**src/rtl/soc_msp430_ram_dma_pkg.sv**
```systemverilog
// Shared types and RAM signalling constants for the soc_msp430_ram_dma block-move engine.
package soc_msp430_ram_dma_pkg;

   typedef enum logic [1:0] {IDLE, RD, WR, FIN} state_t;

   // Native RAM macro signalling: chip enable and write enables are low active.
   localparam logic [1:0] RAM_WEN_WORD = 2'b00;
   localparam logic [1:0] RAM_WEN_READ = 2'b11;
   localparam logic       RAM_CEN_ON   = 1'b0;

endpackage

```
**src/rtl/soc_msp430_ram_dma.sv**
```systemverilog
// Block copy / fill engine driving one port of the dual-port RAM macro.
// Define SOC_MSP430_RAM_DMA_CHECKSUM_EN to add a 16-bit running checksum of written words.
module soc_msp430_ram_dma
   import soc_msp430_ram_dma_pkg::*;
#(
   parameter int ADDR_MSB = 6,
   parameter int MEM_SIZE = 256
) (
   input  logic                mclk,
   input  logic                rst_n,
   input  logic                cmd_valid,
   output logic                cmd_ready,
   input  logic                cmd_fill,
   input  logic [ADDR_MSB:0]   cmd_src,
   input  logic [ADDR_MSB:0]   cmd_dst,
   input  logic [ADDR_MSB+1:0] cmd_len,
   input  logic [15:0]         cmd_data,
   input  logic                abort,
   output logic                busy,
   output logic                done,
   output logic                done_abort,
   output logic [ADDR_MSB+1:0] xfer_cnt,
   output logic [ADDR_MSB:0]   ram_addr,
   output logic                ram_cen,
   output logic [1:0]          ram_wen,
   output logic [15:0]         ram_din,
   input  logic [15:0]         ram_dout
`ifdef SOC_MSP430_RAM_DMA_CHECKSUM_EN
   ,
   output logic [15:0]         checksum
`endif
);

   localparam int               CW        = ADDR_MSB + 2;
   localparam logic [CW-1:0]    MAX_WORDS = CW'(MEM_SIZE / 2);

   state_t              state;
   logic [ADDR_MSB:0]   src_ptr;
   logic [ADDR_MSB:0]   dst_ptr;
   logic [CW-1:0]       remaining;
   logic [CW-1:0]       len_clamped;
   logic                fill_mode;
   logic [15:0]         fill_data;

   // A length beyond the RAM size would only rewrite words already covered.
   assign len_clamped = (cmd_len > MAX_WORDS) ? MAX_WORDS : cmd_len;

   // RAM port is a pure decode of the registered state; copy data flows through from the previous read.
   always_comb begin
      // NOTE: every output gets a default first, so no path through the case can infer a latch.
      ram_cen  = ~RAM_CEN_ON;
      ram_wen  = RAM_WEN_READ;
      ram_addr = '0;
      ram_din  = '0;
      unique case (state)
         RD: begin
            ram_cen  = RAM_CEN_ON;
            ram_addr = src_ptr;
         end
         WR: begin
            ram_cen  = RAM_CEN_ON;
            ram_wen  = RAM_WEN_WORD;
            ram_addr = dst_ptr;
            ram_din  = fill_mode ? fill_data : ram_dout;
         end
         default: ;
      endcase
   end

   always_ff @(posedge mclk) begin
      // NOTE: all sequential state uses non-blocking assignments so every register samples pre-edge values.
      if (!rst_n) begin
         state      <= IDLE;
         cmd_ready  <= 1'b1;
         busy       <= 1'b0;
         done       <= 1'b0;
         done_abort <= 1'b0;
         xfer_cnt   <= '0;
         src_ptr    <= '0;
         dst_ptr    <= '0;
         remaining  <= '0;
         fill_mode  <= 1'b0;
         fill_data  <= '0;
`ifdef SOC_MSP430_RAM_DMA_CHECKSUM_EN
         checksum   <= '0;
`endif
      end else begin
         done       <= 1'b0;
         done_abort <= 1'b0;
         unique case (state)
            IDLE: begin
               if (cmd_valid) begin
                  src_ptr   <= cmd_src;
                  dst_ptr   <= cmd_dst;
                  remaining <= len_clamped;
                  fill_mode <= cmd_fill;
                  fill_data <= cmd_data;
                  xfer_cnt  <= '0;
                  cmd_ready <= 1'b0;
                  busy      <= 1'b1;
`ifdef SOC_MSP430_RAM_DMA_CHECKSUM_EN
                  checksum  <= '0;
`endif
                  if (len_clamped == '0) begin
                     state <= FIN;
                     done  <= 1'b1;
                  end else begin
                     state <= cmd_fill ? WR : RD;
                  end
               end
            end
            RD: begin
               if (abort) begin
                  state      <= FIN;
                  done       <= 1'b1;
                  done_abort <= 1'b1;
               end else begin
                  state <= WR;
               end
            end
            WR: begin
               src_ptr   <= src_ptr + 1'b1;
               dst_ptr   <= dst_ptr + 1'b1;
               xfer_cnt  <= xfer_cnt + 1'b1;
               remaining <= remaining - 1'b1;
`ifdef SOC_MSP430_RAM_DMA_CHECKSUM_EN
               checksum  <= checksum + ram_din;
`endif
               // The write in this cycle always lands, even when it is also the aborted one.
               if (abort || remaining == CW'(1)) begin
                  state      <= FIN;
                  done       <= 1'b1;
                  done_abort <= abort;
               end else begin
                  state <= fill_mode ? WR : RD;
               end
            end
            FIN: begin
               state     <= IDLE;
               cmd_ready <= 1'b1;
               busy      <= 1'b0;
            end
            default: state <= IDLE;
         endcase
      end
   end

endmodule

```
**config.mk**
```make
export PLATFORM = sky130hd
export DESIGN_NAME = soc_msp430_ram_dma
export DESIGN_NICKNAME = d
export VERILOG_FILES = /design/src/rtl/soc_msp430_ram_dma_pkg.sv /design/src/rtl/soc_msp430_ram_dma.sv
export SDC_FILE = /design/constraint.sdc
export NUM_CORES = 1
export LEC_CHECK = 0
export ABC_AREA = 1
export BUFFER_PORTS_ARGS = -buffer_cell sky130_fd_sc_hd__clkbuf_2
export CORE_MARGIN = 4
export CORE_UTILIZATION = 55
export DETAILED_ROUTE_END_ITERATION = 8
export PLACE_DENSITY = 0.85
export SLEW_MARGIN = 20
export SYNTH_ARGS = -nofsm -noshare
export SYNTH_HDL_FRONTEND = slang
export SYNTH_SLANG_ARGS = --single-unit
```
**constraint.sdc**
```tcl
create_clock -name mclk -period 4 [get_ports mclk]
set_clock_uncertainty 0.15 [all_clocks]
set_input_delay 0.8 -clock mclk [delete_from_list [all_inputs] [get_ports mclk]]
set_output_delay 0.8 -clock mclk [all_outputs]
set_load 0.02 [all_outputs]
```
==> flow_summary.json <==
{
  "wl_per_cell_um": 12.6,
  "ys_seq_area_share_pct": 34.8,
  "placed_cells": 615,
  "coreArea_um2": 5240,
  "arrival_ns": 2.26,
  "timing.setup.tns_ns": 0,
  "ys_ff_latch": 53,
  "cts_buffers": 5,
  "holdPathStages": 2,
  "grt_antenna_before_repair": 0,
  "grt_max_degree": 39,
  "worstSetupEndpointType": "primary output",
  "holdWs_ns": 0.325,
  "tightest_slew_ns": 0.784,
  "hold_viol": 0,
  "peakVddDrop_mv": 0.239,
  "slew_headroom_pct": 47.7,
  "drc": 0,
  "power.leakage_uw": 0.00171,
  "finalWeightedCongestion": 0.898,
  "io_pins": 97,
  "synthDistinctLibCells": 32,
  "hpwl_um": 5660,
  "drt-total-wl_um": 7850,
  "antenna-diode-count": 0,
  "grt_pass1_wl_um": 13000,
  "drv_cap": 0,
  "p_comb_share_pct": 26.7,
  "clock-root-buffer": "clkbuf_8",
  "final_util_pct": 68.8,
  "worst_skew_pair.late_latency_ns": 0.30,
  "htreeDepth": 2,
  "min_path_type": "reg2reg",
  "rsz0062_at_grt": "no",
  "yosys.cell_count.top_type": "nor2_1",
  "rows": 26,
  "fin_nets": 620,
  "instances_no_fill": 623,
  "status": "completed",
  "ys_top_cells_by_area": "dfxtp_1 (35%), nor2_1 (13%), o21ai_0 (11%), nand2_1 (10%), a21oi_1 (6.1%)",
  "async_reset_ff_share_pct": 0,
  "slew_viol_final": 0,
  "synth_cells": 473,
  "grt-ovfl-total": 0,
  "post_cts_buffers": 0,
  "internal_power_uw": 914,
  "fmax_mhz": 312,
  "rr_worst_depth": 6,
  "syn2layout_area_growth_pct": 18.2,
  "fin_crit_sh_pct": 80.2,
  "layout-drive-gt1-share_pct": 20.6,
  "pre_cts_slack_ns": 1.15,
  "cts_sinks": 53,
  "synth.top_cell.area_share_pct": 34.8,
  "cp.required_ns": 3.05,
  "die_w_um": 82.4,
  "path_class": "reg2out",
  "dieArea_um2": 6790,
  "grt_usage_pct": 23.8,
  "synth_flop_cell": "dfxtp_1",
  "ant_nets": 0,
  "die_height_um": 82.4,
  "vias": 3373,
  "synth_area_leader_cell": "dfxtp_1",
  "cts.path.max_buffers": 2,
  "postCtsHoldBufs": 0,
  "dr.pass1.iters": 4,
  "setup_slack_ns": 0.793,
  "clockPowerShare_pct": 27.2,
  "power.density_nw_per_um2": 381,
  "first_global_vias": 3053,
  "setup_viol": 0,
  "io_buffers": 96,
  "swShare_pct": 33.4,
  "vias_per_cell": 5.41,
  "crit_fanout": 38,
  "power_switching_uw": 458,
  "synth_warnings": 0,
  "start_util_pct": 58.2,
  "syn_nets": 541,
  "syn_area_um2": 3050,
  "seq_power_share_pct": 46.1,
  "synth_area_per_cell_um2": 6.44,
  "cts_tree": "yes",
  "start_kind": "flop",
  "synth_common_cells": "nor2_1 (103), nand2_1 (82), o21ai_0 (65)",
  "synth_enable_flop_cells": 0,
  "drt_iter0_markers": 198,
  "fin_crit_ns": 3.21,
  "clk_pin_slew_ns": 0.09,
  "cts_resized": 0
}
kinds of logic after synthesis:
family / after synthesis / synth area share, %
simple gates: 227 / 30.7
flops: 53 / 34.8
buf+inv: 63 / 9.32
compound gates: 121 / 21.4
fa+ha+maj: 9 / 3.70
state kept, by name (all words and copies together) (netlist names):
register,cells
fill_data,16
remaining,8
xfer_cnt,8
dst_ptr,7
src_ptr,7
state,2
busy,1
cmd_ready,1
done,1
done_abort,1
fill_mode,1
area by class of cell:
cell class	instances	area, um^2
repair buffers	97	488
clock buffers	7	86.3
clock inverters	1	30.0
inverters	38	145
flip-flops and latches	53	1060
well taps	70	87.6
multi-input cells	357	1700
fillers	461	1640
final timing paths:
check	startpoint	to	slack, ns
hold reg to reg	busy	busy	0.33
hold / removal	busy	busy	0.33
setup reg to reg	state[0]	remaining[3]	1.57
setup / recovery	state[0]	ram_wen[1]	0.79
critical path, stage by stage (launching register included):
cell and delay, ns:
dfxtp_1 0.34, inv_1 0.11, ha_2 0.63, inv_1 0.56
clkbuf_2 0.30
cells in the final DEF (no fill, tap or decap), drive strengths merged, types with 2 or more instances in the layout:
master    n
nor3      4
clkinv    2
o21ai    65
a21oi    38
inv      36
ha        9
nand2    85
nor2    103
nand3    20
a211oi    5
o21bai    3
dfxtp    53
or2       3
clkbuf  103
a31oi     6
nand4     7
nand3b    2
routing by layer:
layer,part of all wire (%),GRT usage (%),up-vias
met3,8.5,4.56,10
met5,0,0,-
met1,43,29.5,1512
li1,-,-,1711
met2,47,40.6,140
met4,1.5,8.97,0
per-stage QoR:
step	total power, uW	area [um^2]
after floorplan	911	3050
after global placement	997	3490
after detailed placement	1010	3490
after CTS	1380	3600
after global routing	1460	3600
final	1370	3600
power groups by stage:
stage	clock [uW]	sequential (uW)	combinational (uW)
4_1_cts	382	631	366
5_1_grt	405	641	418
6_report	373	632	366
3_5_place_dp	0	643	364
3_3_place_gp	0	641	356
2_1_floorplan	0	631	280
(Power assumes the default switching activity.)
